[config.mk]
export PLATFORM = sky130hd
export DESIGN_NAME = qpi_wb_burst_adapter
export DESIGN_NICKNAME = d
export VERILOG_FILES = /design/src/rtl/qpi_wb_pkg.sv /design/src/rtl/qpi_wb_rfifo.sv /design/src/rtl/qpi_wb_burst_adapter.sv
export SDC_FILE = /design/constraint.sdc
export NUM_CORES = 1
export LEC_CHECK = 0
export BUFFER_PORTS_ARGS = -buffer_cell sky130_fd_sc_hd__buf_2
export CORE_MARGIN = 2
export CORE_UTILIZATION = 49
export DETAILED_ROUTE_END_ITERATION = 7
export GPL_TIMING_DRIVEN = 0
export PLACE_DENSITY_LB_ADDON = 0.25
export SLEW_MARGIN = 5
export SYNTH_ARGS = -nofsm -noshare
export SYNTH_HDL_FRONTEND = slang
export SYNTH_SLANG_ARGS = --single-unit
[constraint.sdc]
create_clock -name clk -period 3 [get_ports clk]
set_input_delay 0.3 -clock clk [delete_from_list [all_inputs] [get_ports clk]]
set_output_delay 0.3 -clock clk [all_outputs]
set_load 0.005 [all_outputs]
[src/rtl/qpi_wb_pkg.sv]
// Shared types and helpers for the QPI to Wishbone burst adapter.
package qpi_wb_pkg;

    typedef enum logic [1:0] {
        IDLE  = 2'd0,
        RD    = 2'd1,
        WR    = 2'd2,
        DRAIN = 2'd3
    } state_t;

    localparam logic [255:0] ERR_FILL = '1;

    function automatic int clog2(input int v);
        int r;
        r = 0;
        for (int i = 0; i < 31; i++) begin
            if ((1 << i) < v) r = i + 1;
        end
        return r;
    endfunction

endpackage

[src/rtl/qpi_wb_rfifo.sv]
// Read-return FIFO: synchronous push/pop with flush, head always visible.
module qpi_wb_rfifo
    import qpi_wb_pkg::*;
#(
    parameter int DW    = 32,
    parameter int DEPTH = 4,
    parameter int FW    = clog2(DEPTH) + 1
) (
    input  logic          clk,
    input  logic          rst_n,
    input  logic          push,
    input  logic [DW-1:0] din,
    input  logic          pop,
    input  logic          flush,
    output logic [DW-1:0] head,
    output logic [FW-1:0] count,
    output logic          empty
);

    localparam int PW = (DEPTH > 1) ? clog2(DEPTH) : 1;

    logic [DW-1:0] mem [DEPTH];
    logic [PW-1:0] wptr;
    logic [PW-1:0] rptr;
    logic          full;
    logic          do_pop;

    assign full   = (count == FW'(DEPTH));
    assign empty  = (count == '0);
    assign do_pop = pop && !empty;
    assign head   = mem[rptr];

    function automatic logic [PW-1:0] bump(input logic [PW-1:0] p);
        return (p == PW'(DEPTH - 1)) ? '0 : p + PW'(1);
    endfunction

    always_ff @(posedge clk or negedge rst_n) begin
        if (!rst_n) begin
            wptr  <= '0;
            rptr  <= '0;
            count <= '0;
        end else if (flush) begin
            wptr  <= '0;
            rptr  <= '0;
            count <= '0;
        end else begin
            if (push) wptr <= bump(wptr);
            if (do_pop) rptr <= bump(rptr);
            unique case ({push, do_pop})
                2'b10:   count <= count + FW'(1);
                2'b01:   count <= count - FW'(1);
                default: ;
            endcase
        end
    end

    always_ff @(posedge clk) begin
        if (push && !flush) mem[wptr] <= din;
    end

    // Read credits keep the FIFO from ever being pushed while full.
    assert property (@(posedge clk) disable iff (!rst_n) push |-> !full);

endmodule

[src/rtl/qpi_wb_burst_adapter.sv]
// QPI cache line bursts to pipelined Wishbone B4 with outstanding accesses.
// Optional bus error support: define QPI_WB_ERR_EN.
module qpi_wb_burst_adapter
    import qpi_wb_pkg::*;
#(
    parameter int AW       = 23,
    parameter int DW       = 32,
    parameter int QPI_AW   = 25,
    parameter int MAX_OUT  = 4,
    parameter int RF_DEPTH = 4
) (
    input  logic              clk,
    input  logic              rst_n,
    input  logic              qpi_do_read,
    input  logic              qpi_do_write,
    input  logic [QPI_AW-1:0] qpi_addr,
    input  logic [DW-1:0]     qpi_wdata,
    output logic [DW-1:0]     qpi_rdata,
    output logic              qpi_next_word,
    output logic              qpi_is_idle,
    output logic              o_wb_cyc,
    output logic              o_wb_stb,
    output logic              o_wb_we,
    output logic [AW-1:0]     o_wb_addr,
    output logic [DW/8-1:0]   o_wb_sel,
    output logic [DW-1:0]     o_wb_data,
`ifdef QPI_WB_ERR_EN
    input  logic              i_wb_err,
    input  logic              err_clr,
    output logic              err_sticky,
`endif
    input  logic              i_wb_ack,
    input  logic              i_wb_stall,
    input  logic [DW-1:0]     i_wb_data
);

    localparam int OW = clog2(MAX_OUT + 1);
    localparam int FW = clog2(RF_DEPTH) + 1;

    state_t        state;
    state_t        state_d;
    logic          stb;
    logic          we;
    logic [AW-1:0] addr;
    logic [AW-1:0] next_addr;
    logic [DW-1:0] data;
    logic [OW-1:0] outstanding;
    logic          slot_free;
    logic          accept;
    logic          done;
    logic          rd_load;
    logic          wr_load;
    logic          load;
    logic          push;
    logic          pop;
    logic          flush;
    logic          empty;
    logic [DW-1:0] push_data;
    logic [DW-1:0] head;
    logic [FW-1:0] fifo_count;
    logic [31:0]   wr_used;
    logic [31:0]   rd_used;
    logic          unused;

    assign unused    = ^qpi_addr[1:0];
    assign slot_free = !stb || !i_wb_stall;
    assign accept    = stb && !i_wb_stall;
    assign wr_used   = 32'(outstanding) + 32'(stb);
    assign rd_used   = wr_used + 32'(fifo_count);

`ifdef QPI_WB_ERR_EN
    assign done      = i_wb_ack || i_wb_err;
    assign push_data = i_wb_err ? ERR_FILL[DW-1:0] : i_wb_data;

    always_ff @(posedge clk or negedge rst_n) begin
        if (!rst_n) err_sticky <= 1'b0;
        else if (i_wb_err) err_sticky <= 1'b1;
        else if (err_clr) err_sticky <= 1'b0;
    end
`else
    assign done      = i_wb_ack;
    assign push_data = i_wb_data;
`endif

    always_ff @(posedge clk or negedge rst_n) begin
        if (!rst_n) state <= IDLE;
        else state <= state_d;
    end

    always_comb begin
        state_d = state;
        rd_load = 1'b0;
        wr_load = 1'b0;
        pop     = 1'b0;
        unique case (state)
            IDLE: begin
                if (qpi_do_read) state_d = RD;
                else if (qpi_do_write) state_d = WR;
            end
            RD: begin
                if (!qpi_do_read) begin
                    state_d = DRAIN;
                end else begin
                    rd_load = slot_free && (rd_used < 32'(RF_DEPTH));
                    pop     = !empty;
                end
            end
            WR: begin
                if (!qpi_do_write) state_d = DRAIN;
                else wr_load = slot_free && (wr_used < 32'(MAX_OUT));
            end
            DRAIN: begin
                if (!stb && outstanding == '0) state_d = IDLE;
            end
            default: ;
        endcase
    end

    assign load  = rd_load || wr_load;
    assign push  = done && (state == RD);
    assign flush = (state == DRAIN);

    // A pending strobe is only cleared once the slave has taken it.
    always_ff @(posedge clk or negedge rst_n) begin
        if (!rst_n) begin
            stb         <= 1'b0;
            we          <= 1'b0;
            addr        <= '0;
            data        <= '0;
            next_addr   <= '0;
            outstanding <= '0;
        end else begin
            if (state == IDLE) next_addr <= AW'(qpi_addr[QPI_AW-1:2]);
            else if (load) next_addr <= next_addr + AW'(1);
            if (slot_free) stb <= load;
            if (load) begin
                addr <= next_addr;
                we   <= wr_load;
                data <= wr_load ? qpi_wdata : '0;
            end
            unique case ({accept, done})
                2'b10:   outstanding <= outstanding + OW'(1);
                2'b01:   outstanding <= outstanding - OW'(1);
                default: ;
            endcase
        end
    end

    qpi_wb_rfifo #(
        .DW    (DW),
        .DEPTH (RF_DEPTH),
        .FW    (FW)
    ) u_rfifo (
        .clk   (clk),
        .rst_n (rst_n),
        .push  (push),
        .din   (push_data),
        .pop   (pop),
        .flush (flush),
        .head  (head),
        .count (fifo_count),
        .empty (empty)
    );

    assign qpi_rdata     = head;
    assign qpi_next_word = pop || wr_load;
    assign qpi_is_idle   = (state == IDLE) && !qpi_do_read && !qpi_do_write;
    assign o_wb_cyc      = stb || (outstanding != '0);
    assign o_wb_stb      = stb;
    assign o_wb_we       = we;
    assign o_wb_addr     = addr;
    assign o_wb_sel      = '1;
    assign o_wb_data     = data;

endmodule

Yosys cells after proc, flatten, opt, wreduce, memory -nomap -nowiden. Memories as Yosys holds them, arrays and structs flattened. Index checks and enable logic that the tools add are counted.

Logic and storage cells: 90. Output and inout bits: 96. Memory bits (read-only): 0. Register bits: 92. Input port bits: 95. Bits in latches: 0. RAM bits: 128. Memories kept: 1.

Shift-type cells: 0. Reductions and logical operators: 29. $lt $le $gt $ge: 2. Bitwise operators: 0. Div/mod/pow operators: 0. Muxes and demuxes: 26. $add $sub $neg: 9. Equal/unequal tests: 13. $mul: 0.

Memory list: u_rfifo.mem (words 4, bits a word 32, read ports 1, clocked after memory_dff 0, wr ports 1, line qpi_wb_rfifo.sv:22) `logic [DW-1:0] mem [DEPTH];`.

Operators by type and width (number): $mux 23 (2); $mux 32 (1); $add 23x1->23 const B (1); $mux 2 (11); $eq 2x2->1 const B (6); $pmux 3 s2 (2); $logic_and 1x1->1 (9); $mux 1 (8); $pmux 2 s4 (1); $reduce_bool 2->1 (4); $add 3x1->3 const B (2); $eq 2x1->1 const B (3); $logic_not 1->1 (6); $logic_not 3->1 (2); $ne 2x2->1 const B (3); $reduce_bool 3->1 (2); $sub 3x1->3 const B (2); $add 4x3->5 (1); $lt 5x3->1 const B (1); $add 2x1->2 const B (2); $add 3x1->4 (1); $logic_or 1x1->1 (4); $lt 4x3->1 const B (1); $reduce_and 4->1 (1); 3 further kinds (3).

Depth between registers and ports, before layout.
Depth in word-level cells: 9. Mapped depth: 12. Mapped depth without buffers: 10.

By module. From an unflattened synthesis, not the netlist that was laid out.

Cells, all modules: 565. Area, all modules: 9176.3 um2.

By module, submodules not included: qpi_wb_rfifo (cells an instance 219, seq. area each 4018.9 um2, times used 1, area an instance 5143.7 um2); qpi_wb_burst_adapter (cells an instance 346, seq. area each 2127.0 um2, times used 1, area an instance 4032.6 um2).

Least setup slack after synthesis. No wires, ideal clock.

Kind: reg2reg. Start point: reg stb, in the netlist o_wb_stb. End point: reg next_addr[15]. Buffers on the path: 1. Required time: 2875 ps. Path slack: 197 ps. Arrival: 2678 ps. Library setup time: 125 ps. Cell stages (with the launch flop): 12. Clock period less this slack: 2803 ps. Path through: dfrtp_1 ha_1 ha_1 xnor2_1 inv_1 ha_1 nor3_1 nand4_1 buf_4 a2111oi_2 xor2_1 mux2_2.

Cells in the longest elaborated chain, start to end: 8. Elaborated cells between the ends (all ways): 14. Those cells by class: add/sub: 2; order compare: 2; mux: 4; reduce/logical: 6.

Ends and longest elaborated chain: start, declared (line qpi_wb_burst_adapter.sv:42) `logic stb;`; start signal, assigned (line qpi_wb_burst_adapter.sv:135) `if (slot_free) stb <= load;`; $add 3x1->4 (line qpi_wb_burst_adapter.sv:68) `assign wr_used = 32'(outstanding) + 32'(stb);`; $add 4x3->5 (line qpi_wb_burst_adapter.sv:69) `assign rd_used = wr_used + 32'(fifo_count);`; $lt 5x3->1 (line qpi_wb_burst_adapter.sv:104) `rd_load = slot_free && (rd_used < 32'(RF_DEPTH));`; $logic_and 1x1->1 (line qpi_wb_burst_adapter.sv:104); $mux 1 (line qpi_wb_burst_adapter.sv:101) `if (!qpi_do_read) begin`; $mux 1 (line qpi_wb_burst_adapter.sv:95) `unique case (state)`; $logic_or 1x1->1 (*) (line qpi_wb_burst_adapter.sv:119) `assign load = rd_load || wr_load;`; $reduce_bool 2->1 (no line) (*); end signal, assigned (line qpi_wb_burst_adapter.sv:133) `if (state == IDLE) next_addr <= AW'(qpi_addr[QPI_AW-1:2]);`; end signal, assigned (line qpi_wb_burst_adapter.sv:134) `else if (load) next_addr <= next_addr + AW'(1);`; end, declared (line qpi_wb_burst_adapter.sv:45) `logic [AW-1:0] next_addr;`.

Mark *: on every way between the ends. The rest lies on a longest branch, timed or not. A chain may end at the register's enable or synchronous reset.

Worst setup path in the final report. Ends and elaborated chain as after synthesis.

==> flow_summary_export.csv <==
group,metric,value,unit
outcome,status,"finished, final reports clean",
power,finalPower,9.93,mW
critical_path,crit_top_cell,"ha_1",
critical_path,critPathBufInv,3,
synthesis,ys_ff_latch,220,
critical_path,crit_chain,"ha_1 > ha_1 > xnor2_2 > inv_1 > ha_1 > nor3_2 > nand4_1 > buf_4 > buf_6 > a2111oi_4 > xor2_1 > mux2_2",
global_routing,grt_first_pass_wirelength,30100,um
timing,finalHoldViolCount,0,
power,ir_worst_vdd,0.000551,V
timing,setup_viol,0,
timing,fmax,0.337,GHz
floorplan,start_util,0.502,
timing,finClkSkew,9.16,ps
timing,tightestPinTransition,764,ps
global_routing,grt_max_degree,63,
timing,worst_slack,32.0,ps
layout,fin_nets,877,
synthesis,syn_area,0.00904,mm^2
detailed_routing,drt_iter0_drc,219,
layout,layout-drive-gt1-share,0.404,
place,portBuffers,184,
timing,finalCritPeriodShare,0.989,
critical_path,path_max_fanout,6,
timing,slew_headroom,0.490,
synthesis,synthCells,543,
synthesis,yosys-top-cells-count,"edfxtp_1, dfrtp_1, nand2_1",
detailed_routing,num_vias,5475,
flow_run,drv_cap,0,
worst_hold_path,hp-class,"primary input to flop",
synthesis,yosys_warnings,0,
layout,fill_cells,1378,
detailed_routing,wire_per_inst,18.7,um
critical_path,worst_ep_arrival_time,3350,ps
clock_tree,clk_pin_slew,60,ps
clock_tree,clock_path_buffers,3,
layout,diodes,0,
detailed_routing,routed_wl,18900,um
detailed_routing,dr.pass1.iters,4,
floorplan,core,0.0180,mm^2
floorplan,dieArea,0.0196,mm^2
place,placed_area,0.0104,mm^2
critical_path,crit_type,"flop to flop",
detailed_routing,drc_errors,0,
critical_path,crit_start,"o_wb_stb$_DFFE_PN0N_",
place,preCtsSetupSlack,-123,ps
detailed_routing,vias_per_cell,5.43,
global_routing,grt_overflow,0,
global_routing,grt_pass1_vias,5770,
floorplan,io_pins,191,
critical_path,setup.worst_path.end,"next_addr[15]$_DFFE_PN0P_",
critical_path,slowest_delay,440,ps
critical_path,rrSetupSlack,30,ps
critical_path,cp-end-kind,"flop",
synthesis,syn_area_per_cell,16.7,um^2
critical_path,start_kind,"flop",
floorplan,die_h,140,um
power,powerDensity,888,mW/mm^2
synthesis,synth-edff-count,128,
detailed_routing,antenna_left,0,
critical_path,r2r_cells,12,
floorplan,die_x,140,um
synthesis,synth_flop_cell,"edfxtp_1",
clock_tree,clock-root-buffer,"clkbuf_16",
synthesis,ys_types,47,
global_routing,grt_use_total,0.193,
synthesis,yosys.area.top_type_share,0.425,
clock_tree,cts_tree,"built",
critical_path,r2r-end,"next_addr[15]$_DFFE_PN0P_",
floorplan,num_rows,49,
clock_tree,clkSinkCount,220,
critical_path,cp_num_cells,12,
critical_path,crit_family,"adder cells",
clock_tree,clkLatencyLatePin,490,ps
timing,slew_viol_final,0,
synthesis,yosys-top-cells-area,"edfxtp_1, dfrtp_1, mux4_2",
global_routing,antenna_found_initial,0,
place,place_hpwl,13000,um
layout,areaGrowthSynthToFinish,23.7,%
synthesis,yosys.area.top_type,"edfxtp_1",
timing,setup_tns,0,ps
place,gp_congestion,0.805,
timing,hold_ws,22.6,ps
clock_tree,htree_levels,1,
synthesis,synth_most_common_cell,"edfxtp_1",
timing,timing.final.crit_period,2970,ps
critical_path,r2r-start,"o_wb_stb$_DFFE_PN0N_",
critical_path,cp.required,3380,ps
synthesis,async_flop_share,0.418,
synthesis,yosysSeqAreaShare,0.680,
clock_tree,numCtsBuffers,22,
power,leakagePower,4.55,nW
layout,final_area,0.0112,mm^2
critical_path,worst_path_max_delay_cell,"dfrtp_2",
worst min path at each step:
stage	cells past startpoint	slack (ps)	start	end
after detailed placement	1	270	rst_n	o_wb_addr[1]$_DFFE_PN0P_
after global placement	2	460	o_wb_we$_DFFE_PN0P_	o_wb_we$_DFFE_PN0P_
after global routing	1	9	i_wb_data[4]	u_rfifo.mem[2][4]$_DFFE_PP_
after floorplan	0	4	rst_n	next_addr[0]$_DFFE_PN0P_
final	3	20	qpi_addr[6]	next_addr[4]$_DFFE_PN0P_
after CTS	1	0.05	i_wb_data[9]	u_rfifo.mem[2][9]$_DFFE_PP_
report_power, final:
part           internal [mW]  switching, mW
combinational           1.50           1.44
clock                   1.56           1.07
sequential              3.87          0.490
per-stage QoR:
stage,util,std cells
after floorplan,-,546
after global placement,0.569,959
after detailed placement,0.576,964
after CTS,0.618,1007
after global routing,0.621,1009
final,0.621,1009
cells by family (layout without fill, tap and decap cells):
group,after synthesis,count (layout),synth area share
xor gates and xnor gates,26,26,0.0252
DFF,220,220,0.680
other,1,4,0.000415
buffers and inverters,45,279,0.0241
and+or+nand+nor,89,89,0.0502
adders and majority gates,17,17,0.0252
muxes,61,61,0.115
AOI/OAI and AO/OA,84,84,0.0799
worst reg2reg max path, cell delays in order, from the launching register on:
cell and delay [ps]:
dfrtp_2 440, ha_1 240, ha_1 220, xnor2_2 210, inv_1 60, ha_1 290
nor3_2 190, nand4_1 110, buf_4 190, buf_6 150, a2111oi_4 390, xor2_1 110
mux2_2 270
repair_timing:
action / CTS / global route
endpoints found under the hold margin: 33 / 0
endpoints found under the setup margin: 44 / 72
buffers inserted: 0 / 2
gates cloned: 0 / 1
hold buffers: 4 / 0
resized for setup: 4 / 17
pin swaps: 0 / 2
routing by layer:
| layer | up-vias | routed length [um] | track usage |
|---|---|---|---|
| li1 | 2516 | - | - |
| met4 | 0 | 379 | 0.0474 |
| met2 | 185 | 9440 | 0.335 |
| met1 | 2740 | 7750 | 0.248 |
| met3 | 34 | 1280 | 0.0420 |
| met5 | - | 0 | 0 |
final cells by class:
| type | instances | area [um^2] | area share |
|---|---|---|---|
| Sequential cell | 220 | 6150 | 0.549 |
| Multi-Input combinational cell | 281 | 2740 | 0.245 |
| Timing Repair Buffer | 196 | 1100 | 0.0981 |
| Clock buffer | 26 | 587 | 0.0524 |
| Tap cell | 229 | 287 | 0.0256 |
| Buffer | 33 | 185 | 0.0166 |
| Clock inverter | 13 | 106 | 0.00951 |
| Inverter | 11 | 41.3 | 0.00369 |
flip-flops by register name (all words and copies together) (netlist names):
register	cells
outstanding	3
u_rfifo.wptr	2
u_rfifo.mem	128
o_wb_we	1
u_rfifo.rptr	2
u_rfifo.count	3
o_wb_stb	1
state	2
o_wb_addr	23
next_addr	23
o_wb_data	32
layout by cell type (no fill, tap or decap), types with 5 or more instances in the layout:
cell type / synthesis / routed
buf_2: 6 / 189
edfxtp_1: 128 / 128
dfrtp_1: 92 / 91
nand2_1: 37 / 37
mux4_2: 32 / 32
a22o_1: 32 / 32
mux2_2: 25 / 25
clkbuf_16: 0 / 23
clkbuf_1: 18 / 18
xnor2_1: 19 / 18
o21ai_0: 17 / 17
ha_1: 15 / 15
nor2_1: 13 / 13
inv_1: 11 / 11
a21oi_1: 11 / 11
nand3_1: 9 / 9
buf_4: 5 / 9
xor2_1: 7 / 7
clkinv_1: 0 / 7
a2111oi_4: 5 / 6
buf_6: 3 / 5
Note: power is estimated with default switching activity, not from simulation.
